### config.mk
export PLATFORM = sky130hd
export DESIGN_NAME = ram_port_arbiter
export DESIGN_NICKNAME = d
export VERILOG_FILES = /design/src/rtl/mem_pkg.sv /design/src/rtl/rr_arbiter2.sv /design/src/rtl/ram_port_arbiter.sv
export SDC_FILE = /design/constraint.sdc
export NUM_CORES = 1
export LEC_CHECK = 0
export CAP_MARGIN = 0
export CORE_MARGIN = 5
export CORE_UTILIZATION = 35
export DETAILED_ROUTE_END_ITERATION = 7
export GPL_TIMING_DRIVEN = 0
export PLACE_DENSITY = 0.81
export SLEW_MARGIN = 25
export SYNTH_ARGS = -nofsm -noshare
export SYNTH_HDL_FRONTEND = slang
export SYNTH_SLANG_ARGS = --single-unit
### constraint.sdc
create_clock -name clock -period 2.15 [get_ports clock]
set_input_delay 0.43 -clock clock [delete_from_list [all_inputs] [get_ports clock]]
set_output_delay 0.43 -clock clock [all_outputs]
set_load 0.01 [all_outputs]
### src/rtl/mem_pkg.sv
// Shared definitions for the RAM port arbiter: lock-state encoding,
// master indices and default widths.
package mem_pkg;

  typedef enum logic [1:0] {
    UNLOCKED = 2'd0,
    LOCKED_0 = 2'd1,
    LOCKED_1 = 2'd2
  } lock_state_e;

  localparam int M_FETCH = 0;
  localparam int M_DATA  = 1;

  localparam int DEF_DATA_WIDTH   = 16;
  localparam int DEF_ADDR_SPACE   = 16;
  localparam int DEF_LOCK_TIMEOUT = 15;

  // Masters allowed to compete in a given lock state.
  function automatic logic [1:0] eligible_mask(lock_state_e s);
    logic [1:0] m;
    m = 2'b11;
    case (s)
      LOCKED_0: m = 2'b01;
      LOCKED_1: m = 2'b10;
      default:  m = 2'b11;
    endcase
    return m;
  endfunction

endpackage

### src/rtl/rr_arbiter2.sv
// Two-way round-robin grant: on contention the master that did not
// win last time is granted.
module rr_arbiter2
  import mem_pkg::*;
(
  input  logic [1:0] req_i,
  input  logic       rr_last_i,
  output logic [1:0] gnt_o
);

  always_comb begin
    gnt_o = req_i;
    if (&req_i) begin
      gnt_o = 2'b00;
      gnt_o[rr_last_i ? M_FETCH : M_DATA] = 1'b1;
    end
  end

endmodule

### src/rtl/ram_port_arbiter.sv
// Fetch/data arbiter in front of the single-port RAM with bus lock,
// lock timeout and one-cycle registered read responses.
module ram_port_arbiter
  import mem_pkg::*;
#(
  parameter int DATA_WIDTH   = DEF_DATA_WIDTH,
  parameter int ADDR_SPACE   = DEF_ADDR_SPACE,
  parameter int LOCK_TIMEOUT = DEF_LOCK_TIMEOUT
) (
  input  logic                  clock,
  input  logic                  reset_n,
  input  logic                  m0_valid,
  output logic                  m0_ready,
  input  logic                  m0_we,
  input  logic                  m0_lock,
  input  logic [ADDR_SPACE-1:0] m0_addr,
  input  logic [DATA_WIDTH-1:0] m0_wdata,
  output logic                  m0_rvalid,
  output logic [DATA_WIDTH-1:0] m0_rdata,
  input  logic                  m1_valid,
  output logic                  m1_ready,
  input  logic                  m1_we,
  input  logic                  m1_lock,
  input  logic [ADDR_SPACE-1:0] m1_addr,
  input  logic [DATA_WIDTH-1:0] m1_wdata,
  output logic                  m1_rvalid,
  output logic [DATA_WIDTH-1:0] m1_rdata,
  output logic [ADDR_SPACE-1:0] ram_address,
  output logic [DATA_WIDTH:0]   ram_data,
  output logic                  ram_wren,
  input  logic [DATA_WIDTH-1:0] ram_q
);

  localparam int CW = $clog2(LOCK_TIMEOUT + 1);
  localparam logic [CW-1:0] CNT_ONE = CW'(1);
  localparam logic [CW-1:0] CNT_TMO = CW'(LOCK_TIMEOUT);

  lock_state_e state_q, state_d;
  logic [CW-1:0] cnt_q, cnt_d, cnt_inc;
  logic rr_last_q;
  logic [1:0] rvalid_q;
  logic [1:0][DATA_WIDTH-1:0] rdata_q;

  logic [1:0] valid, we, lock, req, gnt;
  logic owner;

  assign valid = {m1_valid, m0_valid};
  assign we    = {m1_we, m0_we};
  assign lock  = {m1_lock, m0_lock};

  // Grants are suppressed while reset is held so no write leaks through.
  assign req = valid & eligible_mask(state_q) & {2{reset_n}};

  rr_arbiter2 u_rr (
    .req_i     (req),
    .rr_last_i (rr_last_q),
    .gnt_o     (gnt)
  );

  assign m0_ready  = gnt[M_FETCH];
  assign m1_ready  = gnt[M_DATA];
  assign m0_rvalid = rvalid_q[M_FETCH];
  assign m1_rvalid = rvalid_q[M_DATA];
  assign m0_rdata  = rdata_q[M_FETCH];
  assign m1_rdata  = rdata_q[M_DATA];

  always_comb begin
    ram_address = '0;
    ram_data    = '0;
    ram_wren    = 1'b0;
    unique case (1'b1)
      gnt[M_FETCH]: begin
        ram_address = m0_addr;
        ram_data    = {1'b0, m0_wdata};
        ram_wren    = m0_we;
      end
      gnt[M_DATA]: begin
        ram_address = m1_addr;
        ram_data    = {1'b0, m1_wdata};
        ram_wren    = m1_we;
      end
      default: ;
    endcase
  end

  assign owner   = (state_q == LOCKED_1);
  assign cnt_inc = cnt_q + CNT_ONE;

  always_comb begin
    state_d = state_q;
    cnt_d   = cnt_q;
    unique case (state_q)
      UNLOCKED: begin
        cnt_d = '0;
        if (gnt[M_FETCH] && m0_lock) begin
          state_d = LOCKED_0;
        end else if (gnt[M_DATA] && m1_lock) begin
          state_d = LOCKED_1;
        end
      end
      LOCKED_0, LOCKED_1: begin
        if (gnt[owner]) begin
          cnt_d = '0;
          if (!lock[owner]) state_d = UNLOCKED;
        end else if (valid[owner]) begin
          cnt_d = '0;
        end else if (cnt_inc == CNT_TMO) begin
          state_d = UNLOCKED;
          cnt_d   = '0;
        end else begin
          cnt_d = cnt_inc;
        end
      end
      default: begin
        state_d = UNLOCKED;
        cnt_d   = '0;
      end
    endcase
  end

  always_ff @(posedge clock or negedge reset_n) begin
    if (!reset_n) begin
      state_q   <= UNLOCKED;
      cnt_q     <= '0;
      rr_last_q <= 1'b1;
      rvalid_q  <= '0;
      rdata_q   <= '0;
    end else begin
      state_q  <= state_d;
      cnt_q    <= cnt_d;
      rvalid_q <= gnt & ~we;
      if (|gnt) rr_last_q <= gnt[M_DATA];
      for (int i = 0; i < 2; i++) begin
        if (gnt[i] && !we[i]) rdata_q[i] <= ram_q;
      end
    end
  end

endmodule

==> flow_summary.json <==
{
  "wl_mm": 8.217,
  "postCtsHoldBufs": 0,
  "antenna_found_initial": 0,
  "timing.fmax_ghz": 0.4215,
  "powerDensity_nw_per_um2": 1034,
  "firstDrtPassIters": 5,
  "nets": 447,
  "grt_pass1_vias": 2326,
  "cts-buffers-inserted": 5,
  "core-area_um2": 5991,
  "yosys_register_bits": 41,
  "outcome": "finished, violations left",
  "dp_hpwl_mm": 6.036,
  "fin_crit_ns": 2.373,
  "initial_core_util_pct": 36.28,
  "synth-xor-area-share_pct": 1.209,
  "rsz0062_at_grt": "yes",
  "fin_crit_sh_pct": 110.4,
  "cts_root_buf": "clkbuf_8",
  "worstSkewPairLatency_ns": 0.30,
  "ant_nets": 0,
  "clkTransAtPathRegs_ns": 0.08,
  "finalSetupViolations": 35,
  "layout.cells.non_filler": 429,
  "grt_overflow": 0,
  "grt_pass1_wl_mm": 11.87,
  "synth_compound_area_share_pct": 17.16,
  "peakVddDrop_mv": 0.6539,
  "clock-sinks": 41,
  "cap_violations": 0,
  "final_hold_viol_count": 0,
  "dieArea_um2": 7885,
  "holdWs_ns": 0.01684,
  "dp_cells": 401,
  "grt_usage_pct": 19.66,
  "ioPinCount": 158,
  "finalWorstSetupSlack_ns": -0.2226,
  "fp.dieH_um": 88.80,
  "placementRows": 28,
  "most-common-layout-cells": "119 x clkdlybuf4s50_1, 40 x dfrtp_1, 33 x a22o_1",
  "ys_warn_count": 0,
  "clock_path_buffers": 2,
  "leakage_nw": 1.825,
  "syn_area_um2": 2173,
  "vias_per_cell": 5.028,
  "synth_top_family_by_area": "multiplexers",
  "h-tree-depth": 2,
  "hold_path_class": "in2async",
  "drt-initial-drc-count": 72,
  "drv_slew": 0,
  "synth_nets": 263,
  "cp.arrival_ns": 1.94,
  "routedWlPerCell_um": 19.15,
  "die_w_um": 88.80,
  "criticalPathCategory": "reg2out",
  "synth-simple-area-share_pct": 7.599,
  "drc_errors": 0,
  "cp_max_fo": 6,
  "synth_fa_ha_area_share_pct": 3.454,
  "dp_slack_ns": -1.291,
  "synth_cell_type_count": 37,
  "grt_max_degree": 23,
  "clock-skew-final_ns": 0.005214,
  "final_common_cell": "clkdlybuf4s50_1",
  "synth-seq-area-share_pct": 47.27,
  "synth.area.mux_share_pct": 18.60,
  "io_buffers": 156,
  "gp_congestion": 0.8226,
  "syn_area_per_cell_um2": 12.86,
  "drive_gt1_share_pct": 33.90,
  "violations": "setup timing",
  "num_vias": 2157,
  "diodes": 0,
  "cts_tree": "built",
  "required_ns": 1.72,
  "cp-end-kind": "output port",
  "synth_cells": 169,
  "syn_to_final_growth_pct": 91.36,
  "start_kind": "flop"
}
[logic make-up after synthesis]
family | Yosys count
multiplexers | 33
flip-flops | 41
buffers and inverters | 16
AO/OA/AOI/OAI | 43
XOR/XNOR | 3
AND/OR/NAND/NOR | 26
other | 1
adder cells (fa/ha/maj) | 6
[cell type report]
cell class | count | area [um2]
sequential | 41 | 1027
clock inverter | 3 | 21.27
clock buffer | 5 | 68.82
tap | 75 | 93.84
multi-input combinational | 112 | 1109
buffer | 10 | 166.4
timing repair buffer | 178 | 1654
inverter | 5 | 18.77
fill | 420 | 1832
[layer usage]
metal / up-vias / global-route usage (%) / part of all wire [%]
met1: 1052 / 22.60 / 37
met4: 0 / 3.571 / 0.99
met2: 93 / 35.29 / 53
met5: - / 0 / 0
met3: 15 / 7.076 / 9.0
li1: 997 / - / -
[worst max-delay path, cell delays in order (launching register included)]
cell	delay [ns]
dfrtp_1	0.40
buf_6	0.13
ha_4	0.15
nand3b_1	0.17
nor2b_4	0.15
buf_6	0.15
clkbuf_16	0.15
a22o_1	0.22
buf_6	0.13
[synth_stat cells (all sizes together)]
master	n	area (um2)
ha	6	75.07
a41oi	1	8.760
clkbuf	6	22.52
a21oi	1	5.000
a21boi	1	7.510
a211oi	2	20.02
a2bb2oi	1	8.760
o311ai	1	8.760
a22o	33	289.0
nor3	3	26.28
nand3b	3	22.52
nor2	6	25.03
xnor2	2	17.52
xor2	1	8.760
dfstp	1	26.28
nand2	5	18.77
dfrtp	40	1001
mux2	32	394.1
mux2i	1	10.01
buf	5	57.55
conb	1	3.750
nor3b	2	26.28
nor2b	3	26.27
nand3	4	20.02
a221oi	1	15.01
inv	5	18.77
o21ai	2	10.00
[flip-flops by register name (all words and copies together) (netlist names)]
name,cells
state_q,2
cnt_q,4
rvalid_q,2
rr_last_q,1
m1_rdata,16
m0_rdata,16
[per-stage QoR]
stage / area [um2] / total power [W] / TNS (ns) / util (%)
finish: 4159 / 0.004299 / -6.475 / 69.42
global route: 4159 / 0.004554 / -10.22 / 69.42
CTS: 4066 / 0.004208 / -6.078 / 67.88
detailed placement: 3852 / 0.003574 / -50.78 / 64.31
global placement: 3830 / 0.003507 / -177.29 / 63.93
floorplan: 2175 / 0.002331 / 0 / -
[what timing repair did]
item | CTS | global route
buffers inserted | 15 | 2
endpoints found under the setup margin | 54 | 50
gates cloned | 4 | 1
pin swaps | 25 | 7
resized for setup | 172 | 15
[report_power, final]
part	leakage, nW	internal, W	switching, W	total, W
clock network	0.0445	0.000231	0.000290	0.000521
registers	0.500	0.00112	0.000202	0.00132
logic	1.28	0.00149	0.000968	0.00245
total	1.82	0.00284	0.00146	0.00430
[worst paths after layout]
kind                                               from                       end  slack [ns]  depth (start not counted)
max in group asynchronous                       reset_n     rr_last_q$_DFFE_PN1P_        1.65                          2
worst max register to register   state_q[1]$_DFFE_PN0P_  m1_rdata[11]$_DFFE_PN0P_        0.02                         10
worst min register to register  m0_rdata[4]$_DFFE_PN0P_   m0_rdata[4]$_DFFE_PN0P_        0.51                          1
worst min-delay path                            reset_n   m0_rdata[7]$_DFFE_PN0P_        0.02                          1
min in group clock              m0_rdata[4]$_DFFE_PN0P_   m0_rdata[4]$_DFFE_PN0P_        0.51                          1
worst max-delay path             state_q[1]$_DFFE_PN0P_           ram_address[13]       -0.22                          8
No activity file was read; power rests on OpenSTA's default activity.
